===== src/rtl/z80_bus_initiator_if.sv =====
// Command/response handshake and Z80 bus pins of the bus initiator.
// The master modport is the initiator's view, and the slave modport is the view from the command side and the target.
interface z80_bus_initiator_if;
  logic        cmd_valid;
  logic        cmd_ready;
  logic        cmd_io;
  logic        cmd_wr;
  logic [15:0] cmd_addr;
  logic [7:0]  cmd_wdata;
  logic        rsp_valid;
  logic [7:0]  rsp_rdata;
  logic        rsp_err;
  logic [15:0] a;
  logic [7:0]  d_out;
  logic        d_oe;
  logic [7:0]  d_in;
  logic        mreq_n;
  logic        iorq_n;
  logic        rd_n;
  logic        wr_n;
  logic        wait_n;

  modport master (
    input  cmd_valid, cmd_io, cmd_wr, cmd_addr, cmd_wdata, d_in, wait_n,
    output cmd_ready, rsp_valid, rsp_rdata, rsp_err, a, d_out, d_oe,
    output mreq_n, iorq_n, rd_n, wr_n
  );

  modport slave (
    output cmd_valid, cmd_io, cmd_wr, cmd_addr, cmd_wdata, d_in, wait_n,
    input  cmd_ready, rsp_valid, rsp_rdata, rsp_err, a, d_out, d_oe,
    input  mreq_n, iorq_n, rd_n, wr_n
  );
endinterface


===== src/rtl/z80_bus_initiator.sv =====
// Z80-style bus initiator: turns one command into a T1/T2/(TWA)/(TW*)/T3 memory or I/O cycle.
// Each T-state is TDIV clk long; wait_n stretches the cycle, and WAIT_MAX bounds the stretch.
module z80_bus_initiator #(
  parameter int TDIV     = 1,
  parameter int WAIT_MAX = 255
) (
  input  logic                 clk,
  input  logic                 reset,
  z80_bus_initiator_if.master  bus
);
  localparam int WCW = (WAIT_MAX > 1) ? $clog2(WAIT_MAX + 1) : 1;

  typedef enum logic [2:0] {IDLE, T1, T2, TWA, TW, T3} state_t;

  state_t         state_q, state_d;
  logic [5:0]     tcnt_q, tcnt_d;
  logic [WCW-1:0] wcnt_q, wcnt_d;
  logic           io_q, io_d;
  logic           wr_q, wr_d;
  logic [15:0]    addr_q, addr_d;
  logic [7:0]     wdata_q, wdata_d;
  logic [7:0]     rdata_q, rdata_d;
  logic           rsp_valid_q, rsp_valid_d;
  logic           rsp_err_q, rsp_err_d;
  logic           last;
  logic           timeout;
  logic           active;

  assign last    = (tcnt_q == 6'(TDIV - 1));
  assign timeout = (WAIT_MAX != 0) && ((int'(wcnt_q) + 1) >= WAIT_MAX);

  always_ff @(posedge clk or negedge reset) begin
    if (!reset) begin
      state_q     <= IDLE;
      tcnt_q      <= '0;
      wcnt_q      <= '0;
      io_q        <= 1'b0;
      wr_q        <= 1'b0;
      addr_q      <= '0;
      wdata_q     <= '0;
      rdata_q     <= '0;
      rsp_valid_q <= 1'b0;
      rsp_err_q   <= 1'b0;
    end else begin
      state_q     <= state_d;
      tcnt_q      <= tcnt_d;
      wcnt_q      <= wcnt_d;
      io_q        <= io_d;
      wr_q        <= wr_d;
      addr_q      <= addr_d;
      wdata_q     <= wdata_d;
      rdata_q     <= rdata_d;
      rsp_valid_q <= rsp_valid_d;
      rsp_err_q   <= rsp_err_d;
    end
  end

  always_comb begin
    state_d     = state_q;
    tcnt_d      = tcnt_q;
    wcnt_d      = wcnt_q;
    io_d        = io_q;
    wr_d        = wr_q;
    addr_d      = addr_q;
    wdata_d     = wdata_q;
    rdata_d     = rdata_q;
    rsp_valid_d = 1'b0;
    rsp_err_d   = rsp_err_q;

    if (state_q != IDLE) begin
      tcnt_d = last ? 6'd0 : tcnt_q + 6'd1;
    end

    case (state_q)
      IDLE: begin
        if (bus.cmd_valid) begin
          io_d    = bus.cmd_io;
          wr_d    = bus.cmd_wr;
          addr_d  = bus.cmd_addr;
          wdata_d = bus.cmd_wdata;
          tcnt_d  = 6'd0;
          wcnt_d  = '0;
          state_d = T1;
        end
      end
      T1: if (last) state_d = T2;
      // I/O cycles insert the automatic wait state before wait_n is looked at.
      T2: begin
        if (last) begin
          if (io_q) state_d = TWA;
          else      state_d = bus.wait_n ? T3 : TW;
        end
      end
      TWA: if (last) state_d = bus.wait_n ? T3 : TW;
      TW: begin
        if (last) begin
          if (bus.wait_n) begin
            state_d = T3;
          end else begin
            if (wcnt_q != {WCW{1'b1}}) wcnt_d = wcnt_q + WCW'(1);
            if (timeout) begin
              state_d     = IDLE;
              rsp_valid_d = 1'b1;
              rsp_err_d   = 1'b1;
              rdata_d     = 8'h00;
            end
          end
        end
      end
      T3: begin
        if (last) begin
          state_d     = IDLE;
          rsp_valid_d = 1'b1;
          rsp_err_d   = 1'b0;
          if (!wr_q) rdata_d = bus.d_in;
        end
      end
      default: state_d = IDLE;
    endcase
  end

  assign active = (state_q == T2) || (state_q == TWA) || (state_q == TW) || (state_q == T3);

  assign bus.cmd_ready = (state_q == IDLE);
  assign bus.rsp_valid = rsp_valid_q;
  assign bus.rsp_rdata = rdata_q;
  assign bus.rsp_err   = rsp_err_q;
  assign bus.a         = addr_q;
  assign bus.d_out     = wdata_q;
  assign bus.d_oe      = wr_q && (state_q != IDLE);
  assign bus.mreq_n    = !(active && !io_q);
  assign bus.iorq_n    = !(active && io_q);
  assign bus.rd_n      = !(active && !wr_q);
  assign bus.wr_n      = !(active && wr_q);
endmodule


===== src/flat_wrapper.sv =====
// flat-port wrapper written by rule: the top's interface ports become plain ports
module z80_bus_initiator_flat 
#(
  parameter int TDIV     = 1,
  parameter int WAIT_MAX = 255
)
  (clk, reset, bus_cmd_valid, bus_cmd_io, bus_cmd_wr, bus_cmd_addr, bus_cmd_wdata, bus_d_in, bus_wait_n, bus_cmd_ready, bus_rsp_valid, bus_rsp_rdata, bus_rsp_err, bus_a, bus_d_out, bus_d_oe, bus_mreq_n, bus_iorq_n, bus_rd_n, bus_wr_n);
  z80_bus_initiator_if bus_i ();
  input  logic clk;
  input  logic reset;
  input wire logic [$bits(bus_i.cmd_valid)-1:0] bus_cmd_valid;
  input wire logic [$bits(bus_i.cmd_io)-1:0] bus_cmd_io;
  input wire logic [$bits(bus_i.cmd_wr)-1:0] bus_cmd_wr;
  input wire logic [$bits(bus_i.cmd_addr)-1:0] bus_cmd_addr;
  input wire logic [$bits(bus_i.cmd_wdata)-1:0] bus_cmd_wdata;
  input wire logic [$bits(bus_i.d_in)-1:0] bus_d_in;
  input wire logic [$bits(bus_i.wait_n)-1:0] bus_wait_n;
  output wire logic [$bits(bus_i.cmd_ready)-1:0] bus_cmd_ready;
  output wire logic [$bits(bus_i.rsp_valid)-1:0] bus_rsp_valid;
  output wire logic [$bits(bus_i.rsp_rdata)-1:0] bus_rsp_rdata;
  output wire logic [$bits(bus_i.rsp_err)-1:0] bus_rsp_err;
  output wire logic [$bits(bus_i.a)-1:0] bus_a;
  output wire logic [$bits(bus_i.d_out)-1:0] bus_d_out;
  output wire logic [$bits(bus_i.d_oe)-1:0] bus_d_oe;
  output wire logic [$bits(bus_i.mreq_n)-1:0] bus_mreq_n;
  output wire logic [$bits(bus_i.iorq_n)-1:0] bus_iorq_n;
  output wire logic [$bits(bus_i.rd_n)-1:0] bus_rd_n;
  output wire logic [$bits(bus_i.wr_n)-1:0] bus_wr_n;
  assign bus_i.cmd_valid = bus_cmd_valid;
  assign bus_i.cmd_io = bus_cmd_io;
  assign bus_i.cmd_wr = bus_cmd_wr;
  assign bus_i.cmd_addr = bus_cmd_addr;
  assign bus_i.cmd_wdata = bus_cmd_wdata;
  assign bus_i.d_in = bus_d_in;
  assign bus_i.wait_n = bus_wait_n;
  assign bus_cmd_ready = bus_i.cmd_ready;
  assign bus_rsp_valid = bus_i.rsp_valid;
  assign bus_rsp_rdata = bus_i.rsp_rdata;
  assign bus_rsp_err = bus_i.rsp_err;
  assign bus_a = bus_i.a;
  assign bus_d_out = bus_i.d_out;
  assign bus_d_oe = bus_i.d_oe;
  assign bus_mreq_n = bus_i.mreq_n;
  assign bus_iorq_n = bus_i.iorq_n;
  assign bus_rd_n = bus_i.rd_n;
  assign bus_wr_n = bus_i.wr_n;
  z80_bus_initiator #(.TDIV(TDIV), .WAIT_MAX(WAIT_MAX)) u_core (.clk(clk), .reset(reset), .bus(bus_i));
endmodule

===== config.mk =====
export PLATFORM = sky130hd
export DESIGN_NAME = z80_bus_initiator_flat
export DESIGN_NICKNAME = d
export VERILOG_FILES = /design/src/rtl/z80_bus_initiator_if.sv /design/src/rtl/z80_bus_initiator.sv /design/src/flat_wrapper.sv
export SDC_FILE = /design/constraint.sdc
export NUM_CORES = 1
export LEC_CHECK = 0
export BUFFER_PORTS_ARGS = -buffer_cell sky130_fd_sc_hd__buf_2
export CAP_MARGIN = 20
export CORE_MARGIN = 2
export CORE_UTILIZATION = 36
export DETAILED_ROUTE_END_ITERATION = 16
export PLACE_DENSITY_LB_ADDON = 0.05
export RECOVER_POWER = 100
export SETUP_SLACK_MARGIN = 0.3
export SLEW_MARGIN = 20
export SYNTH_ARGS = -nofsm -noshare
export SYNTH_HDL_FRONTEND = slang
export SYNTH_SLANG_ARGS = --single-unit

===== constraint.sdc =====
create_clock -name clk -period 2.07 [get_ports clk]
set_clock_uncertainty 0.15 [all_clocks]
set_input_delay 0.3105 -clock clk [delete_from_list [all_inputs] [get_ports clk]]
set_output_delay 0.3105 -clock clk [all_outputs]
set_load 0.05 [all_outputs]

Word-level counts from Yosys, hierarchy flattened
Cells that the tools add are included.

word-level totals
  flip-flop bits (word level) = 53
  input bits = 38
  output and inout bits = 40

cells by class
  $add $sub $neg = 3
  order comparisons = 1
  equality and inequality tests = 17
  mux-type cells = 36
  reduce and logical (&&, ||, !) cells = 24

operator list
  cell                   count
  $mux W8                9
  $ge A32 B9 Y1 const B  1
  $pmux W8 S2            2
  $mux W3                9
  $mux W6                4
  $pmux W3 S6            1
  $ne A2 B1 Y1 const B   7
  $reduce_and A5 Y1      2
  $add A8 B1 Y9 const B  1
  $mux W1                9
  $add A8 B1 Y8 const B  1
  $ne A8 B8 Y1 const B   1
  $reduce_and A7 Y1      1
  $add A6 B1 Y6 const B  1
  $eq A3 B2 Y1 const B   2
  $eq A3 B3 Y1 const B   2
  $logic_not A1 Y1       6
  $logic_not A6 Y1       1
  $ne A2 B2 Y1 const B   3
  $reduce_and A6 Y1      1
  $logic_and A1 B1 Y1    5
  $pmux W1 S2            2
  $reduce_bool A2 Y1     2
  $eq A3 B1 Y1 const B   1
  other kinds (5)        7

Depth between registers and ports, before layout
Gate-level depths: netlist of the first run.

  depth after elaboration = 6
  depth in mapped cells = 8
  depth with buffers taken out = 7

Worst setup path after synthesis of the first run
Ideal clock, no wire load.

  path kind = register -> register
  from = reg u_core.state_q[1]
  to = reg u_core.addr_q[0] (netlist: u_core.bus.a[0])
  library setup time = 0.125 ns
  data arrival time = 2.259 ns
  slack = -0.464 ns
  stages on the path, launching flop included = 6
  path buffers = 2
  clock period less this slack = 2.534 ns
  cell sequence = dfrtp_1 buf_6 nor3_2 nand2_1 buf_2 mux2_2

between the ends
  word-level cells in the longest chain between the ends = 2

RTL lines
  what                                line                     text
  start: declaration                  z80_bus_initiator.sv:15  state_t state_q, state_d;
  start signal: assignment            z80_bus_initiator.sv:45  state_q <= state_d;
  $logic_not A3 Y1                    n/a
  named net bus_cmd_ready             flat_wrapper.sv:18       output wire logic [$bits(bus_i.cmd_ready)-1:0] bus_cmd_ready;
  $reduce_and A2 Y1 (no source line)  n/a
  end signal: assignment              z80_bus_initiator.sv:50  addr_q <= addr_d;
  end: declaration                    z80_bus_initiator.sv:20  logic [15:0] addr_q, addr_d;

The timed path passes the listed nets, and every way through them passes these cells.
A chain may end at the register's enable or synchronous reset.

Final worst setup path of the first run
  from = reg u_core.tcnt_q[3]
  to = reg u_core.rdata_q[7] (netlist: u_core.bus.rsp_rdata[7])

between the ends
  word-level cells in the longest chain between the ends = 3
  elaborated cells on any way between the ends = 4

RTL lines
  what                                  line                     text
  start: declaration                    z80_bus_initiator.sv:16  logic [5:0] tcnt_q, tcnt_d;
  start signal: assignment              z80_bus_initiator.sv:46  tcnt_q <= tcnt_d;
  $logic_not A6 Y1 *                    z80_bus_initiator.sv:29  assign last = (tcnt_q == 6'(TDIV - 1));
  $ne A2 B1 Y1 (no source line)         n/a
  $reduce_and A6 Y1 (no source line) *  n/a
  end signal: assignment                z80_bus_initiator.sv:52  rdata_q <= rdata_d;
  end: declaration                      z80_bus_initiator.sv:22  logic [7:0] rdata_q, rdata_d;

Every way passes the cells marked *; elsewhere a longest branch is shown, timed or not.

==> results of run 1 <==
[sequential cells by signal, indices dropped and copies added (netlist names)]
name                  flops
u_core.bus.d_out          8
u_core.state_q            3
u_core.wr_q               1
u_core.wcnt_q             8
u_core.bus.a             16
u_core.bus.rsp_rdata      8
u_core.tcnt_q             6
u_core.bus.rsp_err        1
u_core.io_q               1
u_core.bus.rsp_valid      1
[worst max-delay path, delay by kind of cell (launching register included)]
family	cells	cell delay, ns
DFF	1	0.39
AOI/OAI and AO/OA	2	0.52
and+or+nand+nor	2	0.80
[routing by layer]
layer	vias to the layer above	track usage [%]	part of all wire (%)
li1	1047	-	-
met1	1037	23.11	47
met2	48	25.83	47
met3	6	4.076	4.4
met4	0	4.056	0.78
met5	-	0	0
[cells in the mapped netlist (all sizes together) (4+ instances only)]
cell	count
mux2	27
nand3	6
a21oi	10
dfrtp	53
nand2	18
nand4	5
o21ai	22
inv	7
nor2	8
buf	7
a31oi	4
a22o	8
ha	4
[worst paths after layout]
path	startpoint	to	slack, ns
max	u_core.tcnt_q[3]$_DFF_PN0_	u_core.bus.rsp_rdata[7]$_DFFE_PN0P_	0.11
max reg2reg	u_core.tcnt_q[3]$_DFF_PN0_	u_core.bus.rsp_rdata[7]$_DFFE_PN0P_	0.11
min reg2reg	u_core.bus.rsp_rdata[3]$_DFFE_PN0P_	u_core.bus.rsp_rdata[3]$_DFFE_PN0P_	0.36
min in group asynchronous	reset	u_core.tcnt_q[1]$_DFF_PN0_	0.38
min	bus_d_in[5]	u_core.bus.rsp_rdata[5]$_DFFE_PN0P_	0.07
max in group asynchronous	reset	u_core.wcnt_q[1]$_DFFE_PN0P_	0.79
[repair_timing]
item | CTS | global route
setup buffers | 9 | 13
pin swaps | 12 | 13
setup endpoints to repair | 54 | 55
gates cloned | 0 | 3
hold buffers | 1 | 0
hold endpoints to repair | 21 | 0
resized for setup | 45 | 35
[where the power goes]
part           switching, mW  leakage [nW]  internal (mW)
registers              0.251         0.670           1.42
clock network          0.354        0.0546          0.359
logic                   2.23         0.931           1.08
total                   2.84          1.66           2.86
[stage by stage]
step / utilization, % / instances
floorplan: - / 221
global placement: 46.46 / 389
finish: 53.41 / 422
CTS: 51.37 / 406
detailed placement: 46.46 / 389
global route: 53.41 / 422
[kinds of logic after synthesis]
family,count (synthesis),synth area share [%]
simple gates,62,14.51
compound gates,55,14.02
flops,53,52.87
mux,28,12.52
buf+inv,17,3.391
fa+ha+maj,4,1.995
xor+xnor,2,0.6984
[area by class of cell]
type,instances,area (um^2)
Sequential cell,53,1328
Tap cell,80,100.1
Fill cell,638,3148
Timing Repair Buffer,124,784.5
Clock inverter,2,38.79
Inverter,7,28.78
Clock buffer,5,68.82
Multi-Input combinational cell,151,1260
==> impl_metrics.tcl, run 1 <==
set metrics [dict create \
    outcome "finished clean" \
    wl_per_cell_um 15.46 \
    fin_crit_sh_pct 94.76 \
    antenna_found_initial 0 \
    drive_gt1_share_pct 46.78 \
    clk_latency_ns 0.30 \
    synth_largest_area_cell "dfrtp_1" \
    firstDrtPassIters 4 \
    cts.sink_count 53 \
    clkSlewWorstSetupHoldPaths_ns 0.10 \
    rsz0062_at_grt "true" \
    setup_tns_ns 0 \
    clockBufferDepth 2 \
    die_h_um 87.48 \
    synth-edff-count 0 \
    tightestPinTransition_ns 0.6249 \
    grt_max_degree 33 \
    synth-warning-count 0 \
    synth_area_um2 2509 \
    clock.fmax_mhz 509.8 \
    mostFrequentLayoutCell "dfrtp_1" \
    power.leakage_nw 1.656 \
    worstPathCellList "or3_4 -> or3_4 -> a211o_4 -> a22o_1" \
    drc 0 \
    cts_tree "built" \
    hold_depth 2 \
    syn_to_final_growth_pct 43.84 \
    synthFlopType "dfrtp_1" \
    setup_viol 0 \
    via_per_inst 5.066 \
    cts_buffers 5 \
    hold_violations 0 \
    fin_crit_ns 1.961 \
    setup_ws_ns 0.1085 \
    antenna_left 0 \
    grt-ovfl-total 0 \
    ys_seq_area_share_pct 52.87 \
    wirelength_um 6525 \
    hpwlAfterDp_um 4105 \
    clockRootBuffer "clkbuf_8" \
    syn_nets 263 \
    syn_inst 221 \
    place_ws_ns 0.02740 \
    finalMaxSlewViolations 0 \
    gp_congestion 0.7946 \
    required_ns 2.12 \
    slew_headroom_pct 58.52 \
    grt_usage_pct 16.54 \
    h-tree-depth 2 \
    cp-end-kind "flop" \
    fp.coreArea_um2 6756 \
    yosys.area.top_type_share_pct 52.87 \
    grt_pass1_wl_um 9922 \
    critPathMaxStageDelay_ns 0.42 \
    ys_ff_latch 53 \
    drv_cap 0 \
    crit_path_frequent_cell "or3_4" \
    vias 2138 \
    fp.dieArea_um2 7652 \
    nets 384 \
    drtIter0Drc 68 \
    p_per_area_nw_per_um2 1579 \
    grt_pass1_vias 2075 \
    synth-async-reset-ratio_pct 100.0 \
    portBuffers 77 \
    start_util_pct 37.13 \
    place_area_um2 3139 \
    netlist_top_cells_area "dfrtp_1 (53%), mux2_2 (12%), o21ai_0 (4.4%), a22o_1 (2.8%), nand2_1 (2.7%)" \
    r2r_cells 4 \
    post-route-cell-area_um2 3608 \
    fp-row-count 30 \
    min_path_type "in2reg" \
    syn_area_per_cell_um2 11.35 \
    worst-setup-path-type "reg2reg" \
    arrival_ns 2.02 \
    mostFrequentLayoutCells "dfrtp_1 (52), buf_2 (36), clkbuf_1 (35), buf_4 (32), mux2_2 (27)" \
    die_w_um 87.48 \
    power_mw 5.697 \
    cp-start-kind "flop" \
    n_antenna_cell 0 \
    ir_drop_mv 0.9915 \
    io_pins 78 \
    hold_slack_ns 0.07139 \
    slowest_stage "or3_4" \
    ys_types 44 \
    path_max_fanout 8 \
]
No activity file was read; power rests on OpenSTA's default activity.
==> run 2: changes to the inputs <==
- HOLD_SLACK_MARGIN: not set -> 0.06
- PLACE_DENSITY_LB_ADDON: 0.05 -> 0.25
- TNS_END_PERCENT: not set -> 30
==> run 2 against run 1 <==
  * Via count fell by 1.0%
  * Maximum frequency grew 0.48%
  * Design area shrank 4.3%
  * Sequential power hardly changed
  * Non-clock buffer count fell by 11
  * Worst setup slack better by 0.0094 ns
  * Critical path depth up 1
  * First-iteration DRC count shrank 34%
  * Cell count is 2.4% lower
  * Global-route usage down 0.31 points
  * Clock-buffer cell count rose by 1
  * Largest cell class unchanged
==> impl_metrics.tcl, run 2 (same netlist as run 1, synthesis figures left out) <==
set metrics [dict create \
    outcome "finished clean" \
    finalMaxSlewViolations 0 \
    clockRootBuffer "clkbuf_8" \
    grt_pass1_vias 2121 \
    required_ns 1.61 \
    path_max_fanout 5 \
    die_h_um 87.48 \
    mostFrequentLayoutCells "dfrtp_1 (52), buf_2 (37), clkbuf_1 (37), mux2_2 (27), buf_4 (26)" \
    clkSlewWorstSetupHoldPaths_ns 0.10 \
    fp-row-count 30 \
    slowest_stage "dfrtp_1" \
    clockBufferDepth 2 \
    vias 2116 \
    hold_violations 0 \
    wl_per_cell_um 14.56 \
    drc 0 \
    clock.fmax_mhz 512.3 \
    p_per_area_nw_per_um2 1603 \
    ir_drop_mv 1.092 \
    critPathMaxStageDelay_ns 0.42 \
    cts_tree "built" \
    largest_register_ffs 16 \
    h-tree-depth 2 \
    io_pins 78 \
    start_util_pct 37.13 \
    die_w_um 87.48 \
    drtIter0Drc 45 \
    clk_latency_ns 0.31 \
    grt_usage_pct 16.23 \
    mostFrequentLayoutCell "dfrtp_1" \
    rsz0062_at_grt "true" \
    slew_headroom_pct 52.21 \
    n_antenna_cell 0 \
    antenna_left 0 \
    nets 373 \
    grt_max_degree 54 \
    grt-ovfl-total 0 \
    hpwlAfterDp_um 4073 \
    min_path_type "in2reg" \
    fp.dieArea_um2 7652 \
    place_ws_ns 0.01445 \
    setup_viol 0 \
    tightestPinTransition_ns 0.7168 \
    cp-start-kind "flop" \
    drv_cap 0 \
    setup_tns_ns 0 \
    worst-setup-path-type "reg2out" \
    cts_buffers 5 \
    fin_crit_ns 1.952 \
    via_per_inst 5.136 \
    cts.sink_count 53 \
    portBuffers 77 \
    antenna_found_initial 0 \
    drive_gt1_share_pct 40.96 \
    fin_crit_sh_pct 94.31 \
    gp_congestion 0.7904 \
    setup_ws_ns 0.1179 \
    worstPathCellList "or2b_4 -> nand2_8 -> buf_12 -> nand2_4 -> buf_4" \
    fp.coreArea_um2 6756 \
    arrival_ns 1.49 \
    syn_to_final_growth_pct 37.61 \
    grt_pass1_wl_um 9791 \
    power.leakage_nw 1.580 \
    wirelength_um 5997 \
    cp-end-kind "output port" \
    firstDrtPassIters 4 \
    fillCellCount 642 \
]
## run 2: where the power goes
| part | internal, mW | switching [mW] | leakage [nW] |
|---|---|---|---|
| registers | 1.42 | 0.277 | 0.670 |
| clock network | 0.279 | 0.367 | 0.0518 |
| logic | 1.04 | 2.16 | 0.858 |
## run 2: timing repair
item / CTS / global route
cloned: 0 / 0
buffers inserted: 7 / 6
pin swaps: 3 / 7
hold endpoints to repair: 53 / 1
resized for setup: 18 / 32
hold buffers: 1 / 1
setup endpoints to repair: 30 / 57
## run 2: through the flow
step	hold slack, ns	cell area, um^2	instances	power [mW]	utilization [%]
2_1_floorplan	-0.1351	2535	221	3.909	-
3_3_place_gp	0.1804	3132	389	4.586	46.35
3_5_place_dp	0.1766	3132	389	4.620	46.35
4_1_cts	0.06297	3359	405	5.415	49.72
5_1_grt	0.06285	3452	412	5.841	51.09
6_report	0.06651	3452	412	5.535	51.09
## run 2: critical path, delay by kind of cell (launching register included)
family                 cells  cell delay [ns]
DFF                        1             0.42
and+or+nand+nor            3             0.49
buffers and inverters      2             0.28
## run 2: layout make-up
type / instances / area [um^2] / share of cell area, %
repair buffers: 113 / 658.1 / 19.06
well taps: 80 / 100.1 / 2.900
flip-flops and latches: 53 / 1328 / 38.46
inverters: 7 / 26.28 / 0.7611
clock buffers: 6 / 82.58 / 2.392
clock inverters: 2 / 17.52 / 0.5074
multi-input cells: 151 / 1240 / 35.92
## run 2: path summary, 6_finish.rpt
path	cells past startpoint	slack [ns]	end	startpoint
worst max-delay path	5	0.12	bus_mreq_n	u_core.state_q[2]$_DFFE_PN0P_
worst min-delay path	2	0.07	u_core.bus.rsp_rdata[2]$_DFFE_PN0P_	bus_d_in[2]
worst max register to register	4	0.12	u_core.bus.rsp_rdata[1]$_DFFE_PN0P_	u_core.tcnt_q[3]$_DFF_PN0_
worst min register to register	1	0.36	u_core.bus.rsp_rdata[2]$_DFFE_PN0P_	u_core.bus.rsp_rdata[2]$_DFFE_PN0P_
max in group asynchronous	3	0.73	u_core.wcnt_q[1]$_DFFE_PN0P_	reset
min in group asynchronous	3	0.54	u_core.bus.a[13]$_DFFE_PN0P_	reset
## run 2: metal layers
| metal | share of wire, % | GRT usage, % | vias up |
|---|---|---|---|
| met1 | 45 | 21.48 | 1030 |
| met3 | 5.4 | 4.265 | 6 |
| li1 | - | - | 1028 |
| met2 | 49 | 26.45 | 52 |
| met4 | 1.1 | 4.196 | 0 |
| met5 | 0 | 0 | - |
